--- config.mk ---
export PLATFORM = sky130hd
export DESIGN_NAME = image_fade_renderer
export DESIGN_NICKNAME = d
export VERILOG_FILES = /design/src/rtl/image_fade_renderer.sv
export SDC_FILE = /design/constraint.sdc
export NUM_CORES = 1
export LEC_CHECK = 0
export CORE_ASPECT_RATIO = 0.7
export CORE_UTILIZATION = 50
export DETAILED_ROUTE_END_ITERATION = 16
export DONT_BUFFER_PORTS = 1
export PLACE_DENSITY = 0.65
export SLEW_MARGIN = 25
export SYNTH_ARGS = -nofsm -noshare
export SYNTH_HDL_FRONTEND = slang
export SYNTH_SLANG_ARGS = --single-unit
--- constraint.sdc ---
create_clock -name vga_clk -period 8.1 [get_ports vga_clk]
set_input_delay 1.215 -clock vga_clk [delete_from_list [all_inputs] [get_ports vga_clk]]
set_output_delay 1.215 -clock vga_clk [all_outputs]
set_load 0.1 [all_outputs]
--- src/rtl/image_fade_renderer.sv ---
// Full-screen image renderer: scaled ROM address, palette colour scaled by a fade level.
// Latency: rom_address is combinational; RGB is registered one vga_clk after DrawX/DrawY.
// Backpressure: none; streams one pixel per vga_clk and never stalls.
module image_fade_renderer #(
  parameter int IMG_W       = 160,
  parameter int IMG_H       = 120,
  parameter int SCREEN_W    = 640,
  parameter int SCREEN_H    = 480,
  parameter int ADDR_BITS   = 15,
  parameter int IDX_BITS    = 3,
  parameter int FADE_FRAMES = 4,
  parameter int INIT_SHOWN  = 0
) (
  input  logic                 vga_clk,
  input  logic                 reset_n,
  input  logic [9:0]           DrawX,
  input  logic [9:0]           DrawY,
  input  logic                 blank,
  input  logic                 fade_in,
  input  logic                 fade_out,
  output logic [ADDR_BITS-1:0] rom_address,
  input  logic [IDX_BITS-1:0]  rom_q,
  input  logic [3:0]           pal_red,
  input  logic [3:0]           pal_green,
  input  logic [3:0]           pal_blue,
  output logic [3:0]           red,
  output logic [3:0]           green,
  output logic [3:0]           blue,
  output logic [1:0]           fade_state,
  output logic                 fade_done,
  output logic                 visible
);

  localparam int X_SCALE = SCREEN_W / IMG_W;
  localparam int Y_SCALE = SCREEN_H / IMG_H;
  localparam logic [9:0] X_SCALE_10  = 10'(X_SCALE);
  localparam logic [9:0] Y_SCALE_10  = 10'(Y_SCALE);
  localparam logic [9:0] SCREEN_W_10 = 10'(SCREEN_W);
  localparam logic [9:0] SCREEN_H_10 = 10'(SCREEN_H);

  localparam int CNT_W = (FADE_FRAMES > 1) ? $clog2(FADE_FRAMES) : 1;
  localparam logic [CNT_W-1:0] CNT_LAST = CNT_W'(FADE_FRAMES - 1);

  localparam logic [4:0] LEVEL_MAX = 5'd16;

  typedef enum logic [1:0] {
    HIDDEN   = 2'd0,
    FADE_IN  = 2'd1,
    SHOWN    = 2'd2,
    FADE_OUT = 2'd3
  } fade_state_t;

  localparam fade_state_t INIT_STATE = (INIT_SHOWN != 0) ? SHOWN : HIDDEN;
  localparam logic [4:0]  INIT_LEVEL = (INIT_SHOWN != 0) ? LEVEL_MAX : 5'd0;

  fade_state_t      state, state_n;
  logic [4:0]       level, level_n;
  logic [CNT_W-1:0] frame_cnt, cnt_n;
  logic             done_n;
  logic             prev_origin;
  logic             origin;
  logic             frame_tick;
  logic             cmd_in, cmd_out;
  logic [9:0]       img_x, img_y;
  logic [8:0]       prod_r, prod_g, prod_b;

  // rom_q is consumed by the external palette, not here.
  logic unused_rom_q;
  assign unused_rom_q = ^rom_q;

  // Stretch-to-screen address: each source pixel covers an X_SCALE x Y_SCALE block.
  always_comb begin
    img_x = DrawX / X_SCALE_10;
    img_y = DrawY / Y_SCALE_10;
    if (DrawX >= SCREEN_W_10 || DrawY >= SCREEN_H_10) begin
      rom_address = '0;
    end else begin
      rom_address = ADDR_BITS'(img_x) + ADDR_BITS'(img_y) * ADDR_BITS'(IMG_W);
    end
  end

  // One tick per frame: rising edge of the origin condition, robust to a held origin.
  assign origin     = (DrawX == 10'd0) && (DrawY == 10'd0);
  assign frame_tick = origin && !prev_origin;

  // Conflicting simultaneous commands cancel each other.
  assign cmd_in  = fade_in && !fade_out;
  assign cmd_out = fade_out && !fade_in;

  // Fade products: 4-bit colour times 0..16 level, keep the top nibble.
  assign prod_r = {5'd0, pal_red}   * {4'd0, level};
  assign prod_g = {5'd0, pal_green} * {4'd0, level};
  assign prod_b = {5'd0, pal_blue}  * {4'd0, level};

  // Blank-gated, fade-scaled colour register.
  always_ff @(posedge vga_clk) begin
    if (!reset_n) begin
      red   <= 4'd0;
      green <= 4'd0;
      blue  <= 4'd0;
    end else if (blank) begin
      red   <= 4'(prod_r >> 4);
      green <= 4'(prod_g >> 4);
      blue  <= 4'(prod_b >> 4);
    end else begin
      red   <= 4'd0;
      green <= 4'd0;
      blue  <= 4'd0;
    end
  end

  // Fade state, level, frame counter, done pulse and origin history.
  always_ff @(posedge vga_clk) begin
    if (!reset_n) begin
      state       <= INIT_STATE;
      level       <= INIT_LEVEL;
      frame_cnt   <= '0;
      fade_done   <= 1'b0;
      prev_origin <= 1'b0;
    end else begin
      state       <= state_n;
      level       <= level_n;
      frame_cnt   <= cnt_n;
      fade_done   <= done_n;
      prev_origin <= origin;
    end
  end

  // Next-state logic: a valid command always beats a coincident frame tick.
  always_comb begin
    state_n = state;
    level_n = level;
    cnt_n   = frame_cnt;
    done_n  = 1'b0;
    case (state)
      HIDDEN: begin
        if (cmd_in) begin
          state_n = FADE_IN;
          cnt_n   = '0;
        end
      end
      FADE_IN: begin
        if (cmd_out) begin
          state_n = FADE_OUT;
          cnt_n   = '0;
        end else if (frame_tick) begin
          if (frame_cnt == CNT_LAST) begin
            cnt_n   = '0;
            // Clamp covers a reversal taken while still at full level.
            level_n = (level >= LEVEL_MAX) ? LEVEL_MAX : level + 5'd1;
            if (level_n == LEVEL_MAX) begin
              state_n = SHOWN;
              done_n  = 1'b1;
            end
          end else begin
            cnt_n = frame_cnt + CNT_W'(1);
          end
        end
      end
      SHOWN: begin
        if (cmd_out) begin
          state_n = FADE_OUT;
          cnt_n   = '0;
        end
      end
      FADE_OUT: begin
        if (cmd_in) begin
          state_n = FADE_IN;
          cnt_n   = '0;
        end else if (frame_tick) begin
          if (frame_cnt == CNT_LAST) begin
            cnt_n   = '0;
            // Clamp covers a reversal taken while still at zero level.
            level_n = (level == 5'd0) ? 5'd0 : level - 5'd1;
            if (level_n == 5'd0) begin
              state_n = HIDDEN;
              done_n  = 1'b1;
            end
          end else begin
            cnt_n = frame_cnt + CNT_W'(1);
          end
        end
      end
      default: begin
        state_n = state;
      end
    endcase
  end

  assign fade_state = state;
  assign visible    = (level != 5'd0);

endmodule

# Word-level counts from Yosys, hierarchy flattened
# Cells that the tools add are included.
[word_totals]
regBits = 23
latch_bits = 0
mem_bits_rw = 0
romBits = 0
inputBits = 40
elab_cells = 94
memories = 0
[classes]
add_sub_neg = 4
n_mul = 4
div = 0
n_lt_le_gt_ge = 3
n_eq_ne = 19
n_shift = 0
muxes = 37
bitwise_logic = 0
reduce_logical = 19
[op_table]
columns = ["op", "n"]
rows = [
  ["2-to-1 mux 5 bit", 8],
  ["2-to-1 mux 2 bit", 16],
  ["multiplier 4 x 5 -> 8 bit", 3],
  ["zero test 10 bit", 2],
  ["inequality test 3 bit (second input constant)", 6],
  ["inequality test 2 bit (second input constant)", 8],
  ["case mux 2 bit (4 select lines)", 2],
  ["adder 8 x 15 -> 15 bit", 1],
  ["2-to-1 mux 15 bit", 1],
  ["greater-or-equal comparator 10 bit (second input constant)", 1],
  ["greater-or-equal comparator 10 x 9 -> 1 bit (second input constant)", 1],
  ["zero test 5 bit", 2],
  ["multiplier 8 x 3 -> 10 bit (second input constant)", 1],
  ["case mux 5 bit (2 select lines)", 1],
  ["2-to-1 mux 1 bit", 8],
  ["AND reduction 8 bit", 1],
  ["AND reduction 7 bit", 1],
  ["== test 2 bit (second input constant)", 3],
  ["adder 5 x 1 -> 5 bit (second input constant)", 1],
  ["== test 5 bit (second input constant)", 1],
  ["greater-or-equal comparator 5 bit (second input constant)", 1],
  ["nonzero test 5 bit", 1],
  ["subtractor 5 x 1 -> 5 bit (second input constant)", 1],
  ["logical AND 1 bit", 4],
  ["8 further kinds", 11],
]

# Logic depth before layout (Yosys ltp)
# Gate-level depths: netlist of the first run.
[depth]
depth_word = 8
ltp_mapped = 13
ltp_nobuf = 11

# Worst setup path before layout of the first run
# Ideal clock, no wire load.
[synth_timing]
kind = "input -> output"
from = "in DrawY[4]"
to = "out rom_address[12]"
t_arrival_ns = 4.117
required_ns = 6.885
setup_slack_ns = 2.768
cell_stages = 8
n_path_buf = 0
cell_sequence = "ha_1 -> ha_1 -> a211oi_1 -> nor2_1 -> xor2_1 -> nor4bb_1 -> xnor2_1 -> nor2_1"
[synth_between]
elab_chain_cells = 3
word_cells_on_any_way = 5
cone_classes = "1 x add/sub; 1 x mul; 1 x order compare; 1 x mux; 1 x reduce/logical"
[synth_lines]
columns = ["item", "line", "text"]
rows = [
  ["start: declaration", "17", "input logic [9:0] DrawY,"],
  ["multiplier 8 x 3 -> 10 bit or greater-or-equal comparator 10 x 9 -> 1 bit (tied branches)", "78, 75", ""],
  ["adder 8 x 15 -> 15 bit or logical OR 1 bit (tied branches)", "78, 75", ""],
  ["2-to-1 mux 15 bit (*)", "75", "if (DrawX >= SCREEN_W_10 || DrawY >= SCREEN_H_10) begin"],
  ["end: declaration", "21", "output logic [ADDR_BITS-1:0] rom_address,"],
]
# Every way passes the cells marked *; elsewhere a longest branch is shown, timed or not.

# Final worst setup path of the first run
# Same ends and word-level chain as after synthesis.

==> run metrics, run 1 <==
run status finished, final reports clean; P_int between 200 and 250 uW; Synth area leader ha_1; Hold Crit Class reg -> reg; vias in the first global route between 2k and 2.5k; final hold vios 0; Comb power frac 0.417; initial antenna violation count 0; post-synth cell types 46; nature of the critical path endpoint output port; CP Launch Type input port; fraction of final layout cells with drive strength greater than 1 0.0492; Max Root-Sink Buffers 2; RSZ-0062 raised after global routing false; Wirelength per Cell 14.5 um; Switching Share 0.472; die height 67.1 um; arrival time worst endpoint between 3000 and 4000 ps; post-synthesis cell area about 3000 um2; Post-synth EDFFs 0; Setup Fix Bufs, Post-CTS 0; Reg2Reg Setup Slack 4620 ps; clock sink count 23; DRT Pass-1 Iters 4; Crit path buffers/inverters 0; Avg Synthesized Cell Area 8.10 um2; Async SR Flop Fraction 0; Residual DRC 0; clock root buffer clkbuf_8; fmax slightly below 200 MHz; Final Critical Period about 5200 ps; slowest stage delay, CP ~800 ps; worst skew pair latency 270 ps; Synth Area in Simple Gates 0.254; cell family with most CP delay simple AND/OR/NAND/NOR gates; grt total ovfl 0; Rows 23; CTS H-tree lvls 1; Setup violations, final 0; Synth Area in XOR/XNOR 0.0839; post-synthesis adder-cell area fraction 0.315; post-DP HPWL just over 5 mm; multiplexer share of the synthesized area 0.0207; chip width around 95 um; cells along the critical path ha_1 > ha_1 > a211oi_1 > nor2_1 > xor2_1 > nor4bb_1 > xnor2_1 > nor2_2; Hold Slack around 470 ps; Inserted Clock Buffers 3; post-synth top area share 0.202; Synth Instances 374; most frequent cells after synthesis ha_1 (49), nand2_1 (45), nor2_1 (36); Setup Crit Path Kind in -> out; WP data required a little under 7000 ps; initial drt markers 96; Synthesized Nets 480; die area roughly 6400 um2; Compound-Gate Fraction of Synth Area 0.119; Layout Skew 2.69 ps; synthesized flop and latch total 23; Clock power frac 0.198; dominant cells by area after synthesis ha_1 (20%), dfxtp_1 (15%), fa_1 (11%); switching power between 150 and 200 uW; Slew Viols, Final 0; crit-path max FO 4; input/output buffers 0; Routed Antenna Nets 0; combinational family with the most area after synthesis adder cells; first-pass GRT wire length 10.9 mm; Clock transition at path regs about 90 ps; routability cong. approximately 0.84; Antenna Cells 0; top-count cell post-synth ha_1; via/cell ratio 5.63; Crit path top cell by count ha_1; worst-margin pin slew 1060 ps; nets between 400 and 500; DRT Wirelength about 6.4 mm; PwrDens approximately 120 nW/um2; final critical-path share of the clock period 0.637; Setup TNS Final 0 ps; Initial Util 0.523; FILL cells 541; post_cts resized 0; Std-Cell Core Area between 5000 and 6000 um2; Slew HR 0.290; hold buffers post-CTS 0; Synth warnings 0; Power Total 380 uW; Seq pwr share 0.385; I/O pin cnt slightly above 70; Post-synth top flop dfxtp_1; largest net degree at the start of global routing 22; worst vdd ir 0.106 mV; Total GRT Usage 0.215; MaxCap Viol Count 0; vias about 2.5k; register area share after synthesis 0.152; clock tree from TritonCTS yes; leak pwr about 0.0015 uW; Layout area overhead 3.64%; Slowest cell on crit path nor2_2
[flip-flops by register name (all words and copies together), names as in the netlist]
signal and flops:
level 5, blue 4, green 4, red 4, fade_state 2, frame_cnt 2
fade_done 1, prev_origin 1
[routing by layer]
metal	wire, um	global-route usage	vias to the layer above
met1	3410	0.325	1185
met4	24	0.0398	0
met5	0	0	-
met2	2700	0.327	51
li1	-	-	1247
met3	240	0.0240	2
[power groups by stage]
stage          Clock, uW  Sequential (uW)  Combinational, uW
2_1_floorplan          0              147                137
3_3_place_gp           0              148                155
3_5_place_dp           0              149                157
4_1_cts             76.3              146                158
5_1_grt             80.3              148                174
6_report            75.1              146                159
[worst min-delay path, stage by stage (launching register included)]
cell,delay [ps]
dfxtp_1,320
nand2_1,50
a21oi_1,50
[layout make-up]
type,count,area [um2],area share
clock buffer,4,45.0,0.0144
sequential,23,462,0.147
inverter,32,120,0.0383
multi-input combinational,307,2420,0.770
tap,75,93.8,0.0299
[metrics by stage]
stage | instance area, um2 | cells | worst slack, ps | util
after floorplan | 3030 | 374 | 2770 | -
after detailed placement | 3090 | 437 | 3000 | 0.535
after CTS | 3140 | 441 | 2970 | 0.542
final | 3140 | 441 | 2940 | 0.543
after global placement | 3090 | 437 | 3050 | 0.535
after global routing | 3140 | 441 | 2810 | 0.543
[final timing paths]
check / startpoint / end / cells after the start
min reg2reg: frame_cnt[1] / frame_cnt[1] / 2
min: frame_cnt[1] / frame_cnt[1] / 2
max reg2reg: level[2] / green[3] / 11
max: DrawY[4] / rom_address[12] / 8
[cells by family after synthesis]
kind of cell,after synthesis
xor gates and xnor gates,29
DFF,23
adders and majority gates,66
AOI/OAI and AO/OA,55
muxes,6
and+or+nand+nor,151
buffers and inverters,44
[layout by cell type (no fill, tap or decap), types with 2 or more instances in the layout]
master / instances
mux2_2: 2
nor3b_1: 4
nand4_1: 2
o21bai_1: 4
dfxtp_1: 22
ha_1: 49
nand2b_1: 2
a211oi_1: 2
nand4b_1: 2
xor2_1: 6
a31oi_1: 2
nand3_1: 3
inv_1: 32
clkbuf_8: 3
o21a_1: 2
a21o_1: 5
nor2_2: 7
o21ai_0: 13
mux2i_1: 4
nand2_1: 45
a21oi_1: 17
nor2_1: 29
xnor2_1: 23
nor2b_1: 5
and2_1: 30
and4_1: 3
nor3_1: 6
nor4_1: 6
fa_1: 17
Note: power is estimated with default switching activity, not from simulation.
==> inputs of run 2 (changes only) <==
- clock period: 8.1 -> 5.1 ns (I/O delays scaled with it)
==> run 2 against run 1 <==
Net effect:
- flip-flop and latch count did not move
- clock power up 56%
- largest cell class unchanged
- via count decreased by 2.9%
- final cell count rose by 0.91%
- critical endpoint is now rom_address[14]
- worst hold slack got worse by 3.3 ps
- register-to-register slack got worse by 3000 ps
- utilization up 0.50 points
==> run metrics, run 2 (synthesis results as in run 1) <==
Final Critical Period between 4000 and 5000 ps; input/output buffers 0; clock sink count 23; Setup violations, final 0; final hold vios 0; Switching Share 0.466; crit-path max FO 4; placed insts roughly 440; worst skew pair latency 270 ps; Max Root-Sink Buffers 2; die height 67.1 um; Initial Util 0.523; fmax about 250 MHz; Crit path top cell by count ha_1; design area about 3200 um2; cells along the critical path ha_1 > ha_1 > a211oi_1 > nor2_1 > xor2_1 > nor4bb_1 > nand3_1 > mux2_2; switching power ~280 uW; worst r2r src level[2]; slowest stage delay, CP approximately 600 ps; Clock transition at path regs ~80 ps; Comb power frac 0.423; Setup Fix Bufs, Post-CTS 0; commonest non-fill, non-tap cell in the layout ha_1; P_int 323 uW; final critical-path share of the clock period 0.798; Layout Skew roughly 1.5 ps; Wirelength per Cell 13.7 um; hold buffers post-CTS 0; clock root buffer clkbuf_8; Slew HR 0.275; WP data required approximately 4300 ps; non-filler cells, final around 450; vias approximately 2.4k; Reg area ~460 um2; max reg flops 5; Antenna Cells 0; Worst setup startpoint DrawY[4]; MaxCap Viol Count 0; I/O pin cnt 71; Residual DRC 0; initial antenna violation count 0; DP Area around 3100 um2; arrival time worst endpoint around 3300 ps; fraction of final layout cells with drive strength greater than 1 0.0568; Seq pwr share 0.383; Multi-input gate area about 2400 um2; post-DP HPWL just under 5 mm; first-pass GRT wire length roughly 10 mm; worst vdd ir 0.169 mV; via/cell ratio 5.42; largest net degree at the start of global routing 22; Inserted Clock Buffers 3; Std-Cell Core Area between 5000 and 6000 um2; vias in the first global route 2270; initial drt markers between 80 and 90; PwrDens approximately 190 nW/um2; Crit path buffers/inverters 0; FILL cells ~550; Hold Crit Class reg -> reg; routability cong. 0.764; CTS H-tree lvls 1; DRT Pass-1 Iters 4; Setup Crit Path Kind in -> out; Hold Path Origin frame_cnt[1]; commonest non-fill, non-tap cells in the layout ha_1 (49), nand2_1 (45), inv_1 (32); worst-margin pin slew around 1100 ps; Layout area overhead 4.59%; Total GRT Usage 0.207; RSZ-0062 raised after global routing false; leak pwr between 0.001 and 0.0015 uW; Slew Viols, Final 0; Slowest cell on crit path mux2_2; Clock power frac 0.194; Rows 23; cell family with most CP delay simple AND/OR/NAND/NOR gates; Routed Antenna Nets 0; nets between 400 and 500; chip width 95.0 um; post_cts resized 0; die area roughly 6400 um2; run status finished, final reports clean; nature of the critical path endpoint output port; Setup TNS Final 0 ps; Largest Register level; clock tree from TritonCTS yes; CP Launch Type input port; grt total ovfl 0; DRT Wirelength 6.09 mm
-- run 2: cell count changes in the layout (fill, tap and decap cells not counted), sizes merged --
cell / delta
buf: +4
-- run 2: path summary, 6_finish.rpt --
check                           slack (ps)              end  depth (start not counted)
worst max-delay path                  1030  rom_address[14]                          8
worst min-delay path                   470     frame_cnt[1]                          2
worst max register to register        1610         green[3]                         11
worst min register to register         470     frame_cnt[1]                          2
-- run 2: worst reg2reg max path: cells and delay by family, from the launching register on --
family,cells,cell delay (ps)
flops,1,780
simple gates,3,370
compound gates,3,700
buf+inv,1,60
fa+ha+maj,3,1290
xor+xnor,1,180
-- run 2: power by group through the flow --
stage               clock network, uW  logic, uW  registers [uW]
finish                            117        255             231
global route                      125        279             233
CTS                               119        255             232
detailed placement                  0        254             236
global placement                    0        252             236
floorplan                           0        218             234
-- run 2: stage by stage --
stage / hold WS, ps / util / total power (uW) / setup slack [ps]
6_report: 467 / 0.547 / 604 / 1030
5_1_grt: 503 / 0.547 / 637 / 870
4_1_cts: 469 / 0.547 / 606 / 1020
3_5_place_dp: 457 / 0.540 / 490 / 1030
3_3_place_gp: 450 / 0.540 / 487 / 1090
2_1_floorplan: 436 / - / 451 / 668
-- run 2: cell type report --
| cell class | count | area share |
|---|---|---|
| clock buffers | 4 | 0.0142 |
| inverters | 32 | 0.0379 |
| multi-input cells | 307 | 0.763 |
| flip-flops and latches | 23 | 0.145 |
| well taps | 75 | 0.0296 |
| repair buffers | 4 | 0.00948 |
-- run 2: metal layers --
layer / wire length [um] / global-route usage / up-vias
met5: 0 / 0 / -
met4: 63 / 0.0455 / 0
met3: 266 / 0.0228 / 5
met2: 2530 / 0.322 / 46
met1: 3220 / 0.305 / 1113
li1: - / - / 1248
